`src/rtl/mem_arbiter_if.sv`:
```
// Pipeline-side and memory-port-side signals of mem_arbiter.
// slave: the arbiter's view. master: the pipeline and memory side driving it.
interface mem_arbiter_if;
    logic        if_req_i;
    logic [31:0] if_addr_i;
    logic [31:0] if_rdata_o;
    logic        if_ack_o;
    logic        mem_req_i;
    logic        mem_we_i;
    logic [3:0]  mem_sel_i;
    logic [31:0] mem_addr_i;
    logic [31:0] mem_wdata_i;
    logic [31:0] mem_rdata_o;
    logic        mem_ack_o;
    logic        bus_req_o;
    logic        bus_we_o;
    logic [3:0]  bus_sel_o;
    logic [31:0] bus_addr_o;
    logic [31:0] bus_wdata_o;
    logic [31:0] bus_rdata_i;
    logic        bus_ack_i;
    logic        flush_i;
    logic        stallreq_o;
    logic        err_o;

    modport slave (
        input  if_req_i, if_addr_i, mem_req_i, mem_we_i, mem_sel_i, mem_addr_i,
               mem_wdata_i, bus_rdata_i, bus_ack_i, flush_i,
        output if_rdata_o, if_ack_o, mem_rdata_o, mem_ack_o, bus_req_o, bus_we_o,
               bus_sel_o, bus_addr_o, bus_wdata_o, stallreq_o, err_o
    );

    modport master (
        output if_req_i, if_addr_i, mem_req_i, mem_we_i, mem_sel_i, mem_addr_i,
               mem_wdata_i, bus_rdata_i, bus_ack_i, flush_i,
        input  if_rdata_o, if_ack_o, mem_rdata_o, mem_ack_o, bus_req_o, bus_we_o,
               bus_sel_o, bus_addr_o, bus_wdata_o, stallreq_o, err_o
    );
endinterface

```
`src/rtl/mem_arbiter.sv`:
```
// Two-requester (fetch / load-store) arbiter onto one memory port; request-to-ack latency 2 cycles minimum.
// Requesters stall until acked; optional bus timeout enabled by macro ARB_TIMEOUT_EN.
module mem_arbiter #(
    parameter int unsigned TIMEOUT = 255
) (
    input  logic          clk,
    input  logic          rst,
    mem_arbiter_if.slave  p
);
    typedef enum logic [1:0] {IDLE, IF_WAIT, MEM_WAIT} state_t;

    if (TIMEOUT < 1 || TIMEOUT > 255) begin : g_bad_timeout
        $error("mem_arbiter: TIMEOUT out of range 1..255");
    end

    state_t      state;
    logic        last_mem;
    logic        flushed;
    logic        bus_req;
    logic        lat_we;
    logic [3:0]  lat_sel;
    logic [31:0] lat_addr;
    logic [31:0] lat_wdata;
    logic [31:0] if_rdata;
    logic [31:0] mem_rdata;
    logic        if_ack;
    logic        mem_ack;
    logic        tmo;

    logic if_elig, mem_elig, grant_mem, grant_if, if_drop;

    // A requester whose ack is showing this cycle is already served.
    assign if_elig   = p.if_req_i & ~if_ack & ~p.flush_i;
    assign mem_elig  = p.mem_req_i & ~mem_ack;
    assign grant_mem = mem_elig & (~if_elig | ~last_mem);
    assign grant_if  = if_elig & ~grant_mem;
    assign if_drop   = flushed | p.flush_i;

`ifdef ARB_TIMEOUT_EN
    logic [7:0] tcnt;
    logic       err;
    assign tmo     = (tcnt == 8'(TIMEOUT - 1));
    assign p.err_o = err;
`else
    assign tmo     = 1'b0;
    assign p.err_o = 1'b0;
`endif

    always_ff @(posedge clk or posedge rst) begin
        if (rst) begin
            state     <= IDLE;
            last_mem  <= 1'b0;
            flushed   <= 1'b0;
            bus_req   <= 1'b0;
            lat_we    <= 1'b0;
            lat_sel   <= 4'h0;
            lat_addr  <= 32'h0;
            lat_wdata <= 32'h0;
            if_rdata  <= 32'h0;
            mem_rdata <= 32'h0;
            if_ack    <= 1'b0;
            mem_ack   <= 1'b0;
`ifdef ARB_TIMEOUT_EN
            tcnt      <= 8'h0;
            err       <= 1'b0;
`endif
        end else begin
            if_ack  <= 1'b0;
            mem_ack <= 1'b0;
`ifdef ARB_TIMEOUT_EN
            err     <= 1'b0;
`endif
            case (state)
                IDLE: begin
                    if (grant_mem) begin
                        state     <= MEM_WAIT;
                        bus_req   <= 1'b1;
                        last_mem  <= 1'b1;
                        flushed   <= 1'b0;
                        lat_we    <= p.mem_we_i;
                        lat_sel   <= p.mem_sel_i;
                        lat_addr  <= p.mem_addr_i;
                        lat_wdata <= p.mem_wdata_i;
`ifdef ARB_TIMEOUT_EN
                        tcnt      <= 8'h0;
`endif
                    end else if (grant_if) begin
                        state     <= IF_WAIT;
                        bus_req   <= 1'b1;
                        last_mem  <= 1'b0;
                        flushed   <= 1'b0;
                        lat_we    <= 1'b0;
                        lat_sel   <= 4'hF;
                        lat_addr  <= p.if_addr_i;
                        lat_wdata <= 32'h0;
`ifdef ARB_TIMEOUT_EN
                        tcnt      <= 8'h0;
`endif
                    end
                end
                IF_WAIT: begin
                    // A flushed fetch still finishes on the bus but is never reported.
                    if (p.bus_ack_i || tmo) begin
                        state   <= IDLE;
                        bus_req <= 1'b0;
                        if (!if_drop) begin
                            if_ack   <= 1'b1;
                            if_rdata <= p.bus_ack_i ? p.bus_rdata_i : 32'h0;
                        end
`ifdef ARB_TIMEOUT_EN
                        err <= ~p.bus_ack_i;
`endif
                    end else begin
                        if (p.flush_i) flushed <= 1'b1;
`ifdef ARB_TIMEOUT_EN
                        tcnt <= tcnt + 8'h1;
`endif
                    end
                end
                MEM_WAIT: begin
                    if (p.bus_ack_i || tmo) begin
                        state   <= IDLE;
                        bus_req <= 1'b0;
                        mem_ack <= 1'b1;
                        if (!p.bus_ack_i)
                            mem_rdata <= 32'h0;
                        else if (!lat_we)
                            mem_rdata <= p.bus_rdata_i;
`ifdef ARB_TIMEOUT_EN
                        err <= ~p.bus_ack_i;
`endif
                    end else begin
`ifdef ARB_TIMEOUT_EN
                        tcnt <= tcnt + 8'h1;
`endif
                    end
                end
                default: state <= IDLE;
            endcase
        end
    end

    assign p.bus_req_o   = bus_req;
    assign p.bus_we_o    = lat_we;
    assign p.bus_sel_o   = lat_sel;
    assign p.bus_addr_o  = lat_addr;
    assign p.bus_wdata_o = lat_wdata;
    assign p.if_rdata_o  = if_rdata;
    assign p.if_ack_o    = if_ack;
    assign p.mem_rdata_o = mem_rdata;
    assign p.mem_ack_o   = mem_ack;
    assign p.stallreq_o  = (p.mem_req_i & ~mem_ack) | (p.if_req_i & ~if_ack);
endmodule

```
`src/flat_wrapper.sv`:
```
// flat-port wrapper written by rule: the top's interface ports become plain ports
module mem_arbiter_flat 
#(
    parameter int unsigned TIMEOUT = 255
)
  (clk, rst, p_if_req_i, p_if_addr_i, p_mem_req_i, p_mem_we_i, p_mem_sel_i, p_mem_addr_i, p_mem_wdata_i, p_bus_rdata_i, p_bus_ack_i, p_flush_i, p_if_rdata_o, p_if_ack_o, p_mem_rdata_o, p_mem_ack_o, p_bus_req_o, p_bus_we_o, p_bus_sel_o, p_bus_addr_o, p_bus_wdata_o, p_stallreq_o, p_err_o);
  mem_arbiter_if p_i ();
  input  logic clk;
  input  logic rst;
  input wire logic [$bits(p_i.if_req_i)-1:0] p_if_req_i;
  input wire logic [$bits(p_i.if_addr_i)-1:0] p_if_addr_i;
  input wire logic [$bits(p_i.mem_req_i)-1:0] p_mem_req_i;
  input wire logic [$bits(p_i.mem_we_i)-1:0] p_mem_we_i;
  input wire logic [$bits(p_i.mem_sel_i)-1:0] p_mem_sel_i;
  input wire logic [$bits(p_i.mem_addr_i)-1:0] p_mem_addr_i;
  input wire logic [$bits(p_i.mem_wdata_i)-1:0] p_mem_wdata_i;
  input wire logic [$bits(p_i.bus_rdata_i)-1:0] p_bus_rdata_i;
  input wire logic [$bits(p_i.bus_ack_i)-1:0] p_bus_ack_i;
  input wire logic [$bits(p_i.flush_i)-1:0] p_flush_i;
  output wire logic [$bits(p_i.if_rdata_o)-1:0] p_if_rdata_o;
  output wire logic [$bits(p_i.if_ack_o)-1:0] p_if_ack_o;
  output wire logic [$bits(p_i.mem_rdata_o)-1:0] p_mem_rdata_o;
  output wire logic [$bits(p_i.mem_ack_o)-1:0] p_mem_ack_o;
  output wire logic [$bits(p_i.bus_req_o)-1:0] p_bus_req_o;
  output wire logic [$bits(p_i.bus_we_o)-1:0] p_bus_we_o;
  output wire logic [$bits(p_i.bus_sel_o)-1:0] p_bus_sel_o;
  output wire logic [$bits(p_i.bus_addr_o)-1:0] p_bus_addr_o;
  output wire logic [$bits(p_i.bus_wdata_o)-1:0] p_bus_wdata_o;
  output wire logic [$bits(p_i.stallreq_o)-1:0] p_stallreq_o;
  output wire logic [$bits(p_i.err_o)-1:0] p_err_o;
  assign p_i.if_req_i = p_if_req_i;
  assign p_i.if_addr_i = p_if_addr_i;
  assign p_i.mem_req_i = p_mem_req_i;
  assign p_i.mem_we_i = p_mem_we_i;
  assign p_i.mem_sel_i = p_mem_sel_i;
  assign p_i.mem_addr_i = p_mem_addr_i;
  assign p_i.mem_wdata_i = p_mem_wdata_i;
  assign p_i.bus_rdata_i = p_bus_rdata_i;
  assign p_i.bus_ack_i = p_bus_ack_i;
  assign p_i.flush_i = p_flush_i;
  assign p_if_rdata_o = p_i.if_rdata_o;
  assign p_if_ack_o = p_i.if_ack_o;
  assign p_mem_rdata_o = p_i.mem_rdata_o;
  assign p_mem_ack_o = p_i.mem_ack_o;
  assign p_bus_req_o = p_i.bus_req_o;
  assign p_bus_we_o = p_i.bus_we_o;
  assign p_bus_sel_o = p_i.bus_sel_o;
  assign p_bus_addr_o = p_i.bus_addr_o;
  assign p_bus_wdata_o = p_i.bus_wdata_o;
  assign p_stallreq_o = p_i.stallreq_o;
  assign p_err_o = p_i.err_o;
  mem_arbiter #(.TIMEOUT(TIMEOUT)) u_core (.clk(clk), .rst(rst), .p(p_i));
endmodule
```
`config.mk`:
```
export PLATFORM = sky130hd
export DESIGN_NAME = mem_arbiter_flat
export DESIGN_NICKNAME = d
export VERILOG_FILES = /design/src/rtl/mem_arbiter_if.sv /design/src/rtl/mem_arbiter.sv /design/src/flat_wrapper.sv
export SDC_FILE = /design/constraint.sdc
export NUM_CORES = 1
export LEC_CHECK = 0
export CORE_MARGIN = 5
export CORE_UTILIZATION = 37
export CTS_CLUSTER_DIAMETER = 60
export DETAILED_ROUTE_END_ITERATION = 8
export GPL_TIMING_DRIVEN = 0
export HOLD_SLACK_MARGIN = 0.03
export PLACE_DENSITY_LB_ADDON = 0.08
export SYNTH_ARGS = -nofsm -noshare
export SYNTH_HDL_FRONTEND = slang
export SYNTH_SLANG_ARGS = --single-unit
```
`constraint.sdc`:
```
create_clock -name clk -period 5.4 [get_ports clk]
set_clock_uncertainty 0.15 [all_clocks]
set_input_delay 1.35 -clock clk [delete_from_list [all_inputs] [get_ports clk]]
set_output_delay 1.35 -clock clk [all_outputs]
set_load 0.05 [all_outputs]
```
-- Word level (Yosys, flattened, before mapping)
Cells that the tools add are included.
- equality and inequality tests: 6
- mux-type cells: 26
- bitwise operators: 16
- reduce and logical (&&, ||, !) cells: 11
- operator list (cell ; count):
    32-bit 2-to-1 mux ; 4
    1-bit 2-to-1 mux ; 14
    3-bit AND reduction ; 3
    4-bit 2-to-1 mux ; 2
    1-bit NOT ; 8
    2-bit 2-to-1 mux ; 3
    2-bit nonzero test ; 3
    1-bit AND ; 5
    2-bit != test, second input constant ; 2
    1-bit case mux with 2 select lines ; 2
    2-bit case mux with 2 select lines ; 1
    2-bit AND reduction ; 2
    4-bit AND reduction ; 1
    3-bit by 1-bit != test with 1-bit output, second input constant ; 1
    1-bit OR ; 3
    2-bit by 1-bit == test with 1-bit output, second input constant ; 1
    2-bit == test, second input constant ; 1
    2-bit zero test ; 1
    2-bit by 1-bit != test with 1-bit output, second input constant ; 1
    2-bit OR reduction ; 1
- bits in registers: 140
- input port bits: 139
- output and inout port bits: 138
- word-level logic and storage cells: 71

-- Logic depth before layout (Yosys ltp)
Gate-level depths: netlist of the first run.
- depth in word-level cells: 11
- mapped depth: 8
- gate-level depth less buffers: 5

-- Worst setup path after synthesis of the first run
Ideal clock, no wire load.
- path kind: input -> output
- start: input p_mem_req_i
- end: output p_stallreq_o
- arrival time: 2460 ps
- data required time: 3900 ps
- slack: 1440 ps
- stages on the path: 4
- path buffers: 2
- path through: nand2b_1 > clkbuf_1 > clkbuf_1 > o21ai_0
- cells in the longest elaborated chain, start to end: 2
- RTL lines (what ; RTL line ; text):
    from (decl) ; flat_wrapper.sv:12 ; input wire logic [$bits(p_i.mem_req_i)-1:0] p_mem_req_i;
    1-bit AND ; mem_arbiter.sv:152 ; assign p.stallreq_o = (p.mem_req_i & ~mem_ack) | (p.if_req_i & ~if_ack);
    1-bit OR ; mem_arbiter.sv:152 ;
    to (decl) ; flat_wrapper.sv:29 ; output wire logic [$bits(p_i.stallreq_o)-1:0] p_stallreq_o;
No other way between the ends.

-- Worst setup path in the final report of the first run
Same ends and word-level chain as after synthesis.

==> results of run 1 <==
-- layer usage --
metal | GRT usage [%] | vias to the layer above | routed length, um
met2 | 33.5 | 223 | 9130
met1 | 23.7 | 2484 | 7300
met3 | 7.94 | 27 | 1850
met5 | 0 | - | 0
met4 | 7.18 | 0 | 361
li1 | - | 2254 | -
-- critical path, delay by kind of cell --
kind | cells | cell delay (ns)
buffers and inverters | 4 | 1.93
and+or+nand+nor | 1 | 0.08
AOI/OAI and AO/OA | 1 | 0.15
-- state kept, by name, summed over array words and instances, names as in the netlist --
register,flops
u_core.p.bus_wdata_o,32
u_core.p.bus_req_o,1
u_core.p.mem_ack_o,1
u_core.p.mem_rdata_o,32
u_core.p.bus_addr_o,32
u_core.p.if_rdata_o,32
u_core.p.bus_sel_o,4
u_core.p.bus_we_o,1
u_core.state,2
u_core.flushed,1
u_core.p.if_ack_o,1
u_core.last_mem,1
-- power by group --
group	internal (mW)	leakage [nW]	total [mW]	switching, mW
registers	1.57	1.68	1.86	0.288
clock network	0.659	0.264	1.12	0.464
logic	1.43	1.88	4.04	2.60
total	3.66	3.83	7.02	3.36
-- worst max path at each step --
stage / from / end / slack, ns / cells past startpoint
after floorplan: rst / u_core.flushed$_DFFE_PP0P_ / 0.15 / 1
after global placement: rst / u_core.p.bus_wdata_o[25]$_DFFE_PP0P_ / -1.80 / 2
after detailed placement: p_mem_req_i / p_stallreq_o / 0.40 / 6
after CTS: p_mem_req_i / p_stallreq_o / 0.39 / 6
after global routing: p_mem_req_i / p_stallreq_o / 0.17 / 6
final: p_mem_req_i / p_stallreq_o / 0.39 / 6
-- cell families (layout without fill, tap and decap cells) --
| kind of cell | count (synthesis) | after routing |
|---|---|---|
| multiplexers | 64 | 64 |
| adder cells (fa/ha/maj) | 3 | 3 |
| flip-flops | 140 | 140 |
| AND/OR/NAND/NOR | 83 | 83 |
| AO/OA/AOI/OAI | 110 | 110 |
| other | 1 | 1 |
| buffers and inverters | 50 | 358 |
-- layout make-up --
cell class                 instances  area (um^2)
fill                            1233         5870
sequential                       140         3500
timing repair buffer             276         2780
multi-input combinational        261         2010
clock buffer                      19          453
tap                              188          235
buffer                            42          199
clock inverter                    13          116
inverter                           8         35.0
-- placed cells by master, fill, tap and decap left out, types with 6 or more instances in the layout --
master,instances
buf_2,12
a22o_1,33
dfrtp_1,140
mux2_2,62
clkbuf_1,26
clkinvlp_4,6
nor3_1,32
clkbuf_16,17
inv_1,7
a31oi_1,30
nand3_1,33
clkdlybuf4s50_1,275
o21ai_0,34
==> results.toml, run 1 <==
[status]
outcome = "completed"

[clock_tree]
holdBufCountCts = 0
cts_buffer_depth = 2
post_cts_buffers = 0
numCtsBuffers = 17
htreeDepth = 4
root_buffer = "clkbuf_16"
cts_tree = "done"
path_clk_slew_ns = 0.06
cts_resized = 0
clock_latency_ns = 0.41
clkSinkCount = 140

[sta]
tightest_slew_ns = 0.612
hold_ws_ns = 0.352
hold_viol_final = 0
fin_setup_tns_ns = 0
max_slew_margin_pct = 59.2
max_freq_ghz = 0.200
drv_slew = 0
setup_viol = 0
period_share_pct = 92.8
grt_setup_unrepaired = "no"
min_period_ns = 5.01
fin_ws_ns = 0.389

[cells_and_area]
post-route-cell-area_um2 = 9330
drive_gt1_share_pct = 15.5
diodes = 0
area_growth_pct = 62.5
final_core_util_pct = 61.4
layout.nets = 888
final_cells = 947

[worst_setup_path]
startpoint_type = "input pin"
endpoint_kind = "output pin"
slowest_delay_ns = 0.75
r2r_slack_ns = 3.11
reg2regPathDepth = 7
critPathKind = "in -> out"
slowest_stage = "clkdlybuf4s50_1"
r2r_end = "u_core.p.bus_addr_o[22]$_DFFE_PP0P_"
rr_startpoint = "u_core.state[1]$_DFFE_PP0P_"
crit_arrival_ns = 3.51
critPathMaxFanout = 10
path_cells = "clkdlybuf4s50_1 > nand2b_1 > clkbuf_1 > clkbuf_1 > o21ai_0 > clkdlybuf4s50_1"
cp.required_ns = 3.90

[routing]
wl_per_cell_um = 19.7
drt_iter0_drc = 233
drtPass1Iterations = 4
vias = 4988
ant_nets = 0
vias_per_cell = 5.27
routed_wl_um = 18600
route.detailed.drc = 0

[power]
peakVddDrop_v = 0.000385
finalPower_mw = 7.02
powerDensity_nw_per_um2 = 752
power_leakage_nw = 3.83

[synth]
synth_cell_types = 38
yosysWarnings = 0
synth_area_leaders = "dfrtp_1, mux2_2, a22o_1"
ys_ff_latch = 140
synth_top_family_by_area = "compound AO/OA/AOI/OAI gates"
synthArstFlopShare_pct = 100
yosys.area_share.simple_pct = 8.35
synthAdderAreaFrac_pct = 0.654
synth_edf_count = 0
synth_compound_area_share_pct = 13.4
avgSynthCellArea_um2 = 12.7
synthXorXnorAreaFrac_pct = 0
synth_top_area_share_pct = 61.0
syn_nets = 593
netlist_instances = 451
synthTopCellsByCount = "dfrtp_1, mux2_2, o21ai_0"
synth_area_um2 = 5740
synth.area.mux_share_pct = 12.6
yosysSeqAreaShare_pct = 61.0
ys.flop_type = "dfrtp_1"
yosysMostFrequentCell = "dfrtp_1"
synth_area_leader_cell = "dfrtp_1"

[min_path]
hold_depth = 1
worstHoldEndpoint = "u_core.p.bus_wdata_o[25]$_DFFE_PP0P_"
min_path_type = "reg -> reg"
min-delay-start = "u_core.p.bus_wdata_o[25]$_DFFE_PP0P_"

[global_route]
grt_pass1_wl_um = 28800
grt_usage_pct = 20.1
grt_pass1_vias = 5303
gr-total-overflow = 0
grt_max_degree = 78
antenna_found_initial = 0

[place]
hpwl_um = 13700
placed_area_um2 = 8760
port_buffers = 275
place_inst = 915
gp_congestion = 0.889
pre_cts_ws_ns = 0.403

[die]
die_area_um2 = 18100
rows = 45
initial_core_util_pct = 37.8
fp.dieH_um = 135
die_w_um = 135
ios = 277
core_um2 = 15200

[flow_run]
maxCapViolCount = 0
Power figures use the tool's default switching activity.
==> run 2, diff against run 1 <==
--- a/config.mk
+++ b/config.mk
@@ -11,7 +11,7 @@
 export DETAILED_ROUTE_END_ITERATION = 8
 export GPL_TIMING_DRIVEN = 0
 export HOLD_SLACK_MARGIN = 0.03
-export PLACE_DENSITY_LB_ADDON = 0.08
+export PLACE_DENSITY = 0.77
 export SYNTH_ARGS = -nofsm -noshare
 export SYNTH_HDL_FRONTEND = slang
 export SYNTH_SLANG_ARGS = --single-unit
==> run 2 against run 1 <==
  * Total power is 2.8% higher
  * Sequential power about the same
  * Worst hold slack improved by 0.00051 ns
  * Sequential cell count stayed put
  * Critical path depth unchanged
  * Via count down 0.30%
  * Sequential share of layout area shrank 0.42 points
  * Maximum frequency about the same
  * Wire length decreased by 2.5%
  * Largest cell class unchanged
==> results.toml, run 2 (same netlist as run 1, synthesis figures left out) <==
[global_route]
antenna_found_initial = 0
grt_pass1_wl_um = 28900
use_met3_pct = 9.02
grt_pass1_vias = 5493
met1_usage_pct = 22.4
grt_max_degree = 95
grtUsageMet2_pct = 34.0
grt.busiest_layer = "met2"
grt_usage_pct = 20.1
gr-total-overflow = 0

[sta]
tightest_slew_ns = 0.552
period_share_pct = 92.8
hold_ws_ns = 0.352
setup_viol = 0
hold_viol_final = 0
max_slew_margin_pct = 63.1
fin_setup_tns_ns = 0
drv_slew = 0
grt_setup_unrepaired = "no"
min_period_ns = 5.01
max_freq_ghz = 0.200

[die]
core_um2 = 15200
die_area_um2 = 18100
fp.dieH_um = 135
die_w_um = 135
rows = 45
initial_core_util_pct = 37.8
ios = 277

[clock_tree]
holdBufCountCts = 0
clock_latency_ns = 0.41
cts_tree = "done"
path_clk_slew_ns = 0.05
post_cts_buffers = 0
cts_buffer_depth = 2
root_buffer = "clkbuf_16"
htreeDepth = 4
numCtsBuffers = 17
clkSinkCount = 140
cts_resized = 0

[worst_setup_path]
endpoint_kind = "output pin"
critPathMaxFanout = 10
rr_startpoint = "u_core.state[0]$_DFFE_PP0P_"
crit_start = "p_mem_req_i"
critPathKind = "in -> out"
slowest_stage = "clkdlybuf4s50_1"
path_cells = "clkdlybuf4s50_1 > nand2b_1 > clkbuf_1 > clkbuf_1 > o21ai_0 > clkdlybuf4s50_1"
crit_family = "buffers and inverters"
crit_arrival_ns = 3.51
slowest_delay_ns = 0.73
cp.required_ns = 3.90
crit_buf_inv = 4
startpoint_type = "input pin"

[cells_and_area]
final_common_cell = "clkdlybuf4s50_1"
nFillCells = 1155
regArea_um2 = 3500
post-route-cell-area_um2 = 9440
drive_gt1_share_pct = 15.3
area_growth_pct = 64.4
multi_input_area_um2 = 2010
final_core_util_pct = 62.1
layout_common_cells = "clkdlybuf4s50_1, dfrtp_1, mux2_2"
diodes = 0
layout.nets = 888

[flow_run]
maxCapViolCount = 0

[routing]
wl_per_cell_um = 19.2
vias_per_cell = 5.25
drtPass1Iterations = 5
drt_iter0_drc = 207
vias = 4973
routed_wl_um = 18200
route.detailed.drc = 0
ant_nets = 0

[power]
power_leakage_nw = 3.89
powerDensity_nw_per_um2 = 765
peakVddDrop_v = 0.000480

[place]
gp_congestion = 0.837
hpwl_um = 13700
port_buffers = 275
placed_area_um2 = 8760

[status]
outcome = "completed"

[min_path]
min-delay-start = "u_core.p.if_rdata_o[29]$_DFFE_PP0P_"
min_path_type = "reg -> reg"
==> run 2: path summary, 6_finish.rpt <==
path / endpoint / slack [ns] / depth (start not counted)
max: p_stallreq_o / 0.39 / 6
min: u_core.p.if_rdata_o[29]$_DFFE_PP0P_ / 0.35 / 1
max reg2reg: u_core.p.bus_addr_o[22]$_DFFE_PP0P_ / 3.16 / 7
min reg2reg: u_core.p.if_rdata_o[29]$_DFFE_PP0P_ / 0.35 / 1
max in group asynchronous: u_core.p.mem_ack_o$_DFF_PP0_ / 3.11 / 3
min in group asynchronous: u_core.p.if_rdata_o[6]$_DFFE_PP0P_ / 1.19 / 2
==> run 2: layout make-up <==
| class | count | share of cell area (%) |
|---|---|---|
| Inverter | 8 | 0.371 |
| Buffer | 42 | 2.11 |
| Tap cell | 188 | 2.49 |
| Clock inverter | 11 | 2.27 |
| Sequential cell | 140 | 37.1 |
| Multi-Input combinational cell | 261 | 21.3 |
| Timing Repair Buffer | 276 | 29.5 |
| Clock buffer | 21 | 4.88 |
==> run 2: stage by stage <==
| step | power (mW) | instances | setup WS, ns |
|---|---|---|---|
| 2_1_floorplan | 4.47 | 451 | 0.147 |
| 5_1_grt | 7.54 | 947 | 0.253 |
| 3_5_place_dp | 5.92 | 915 | 0.414 |
| 3_3_place_gp | 5.83 | 914 | -1.51 |
| 6_report | 7.22 | 947 | 0.390 |
| 4_1_cts | 7.28 | 947 | 0.395 |
==> run 2: power breakdown <==
part	switching [mW]	internal [mW]
clock network	0.436	0.890
logic	2.59	1.43
registers	0.291	1.57
==> run 2: per-layer routing <==
metal | vias up | part of all wire (%)
met4 | 0 | 2.3
met3 | 35 | 11
met5 | - | 0
met2 | 248 | 50
li1 | 2263 | -
met1 | 2427 | 37
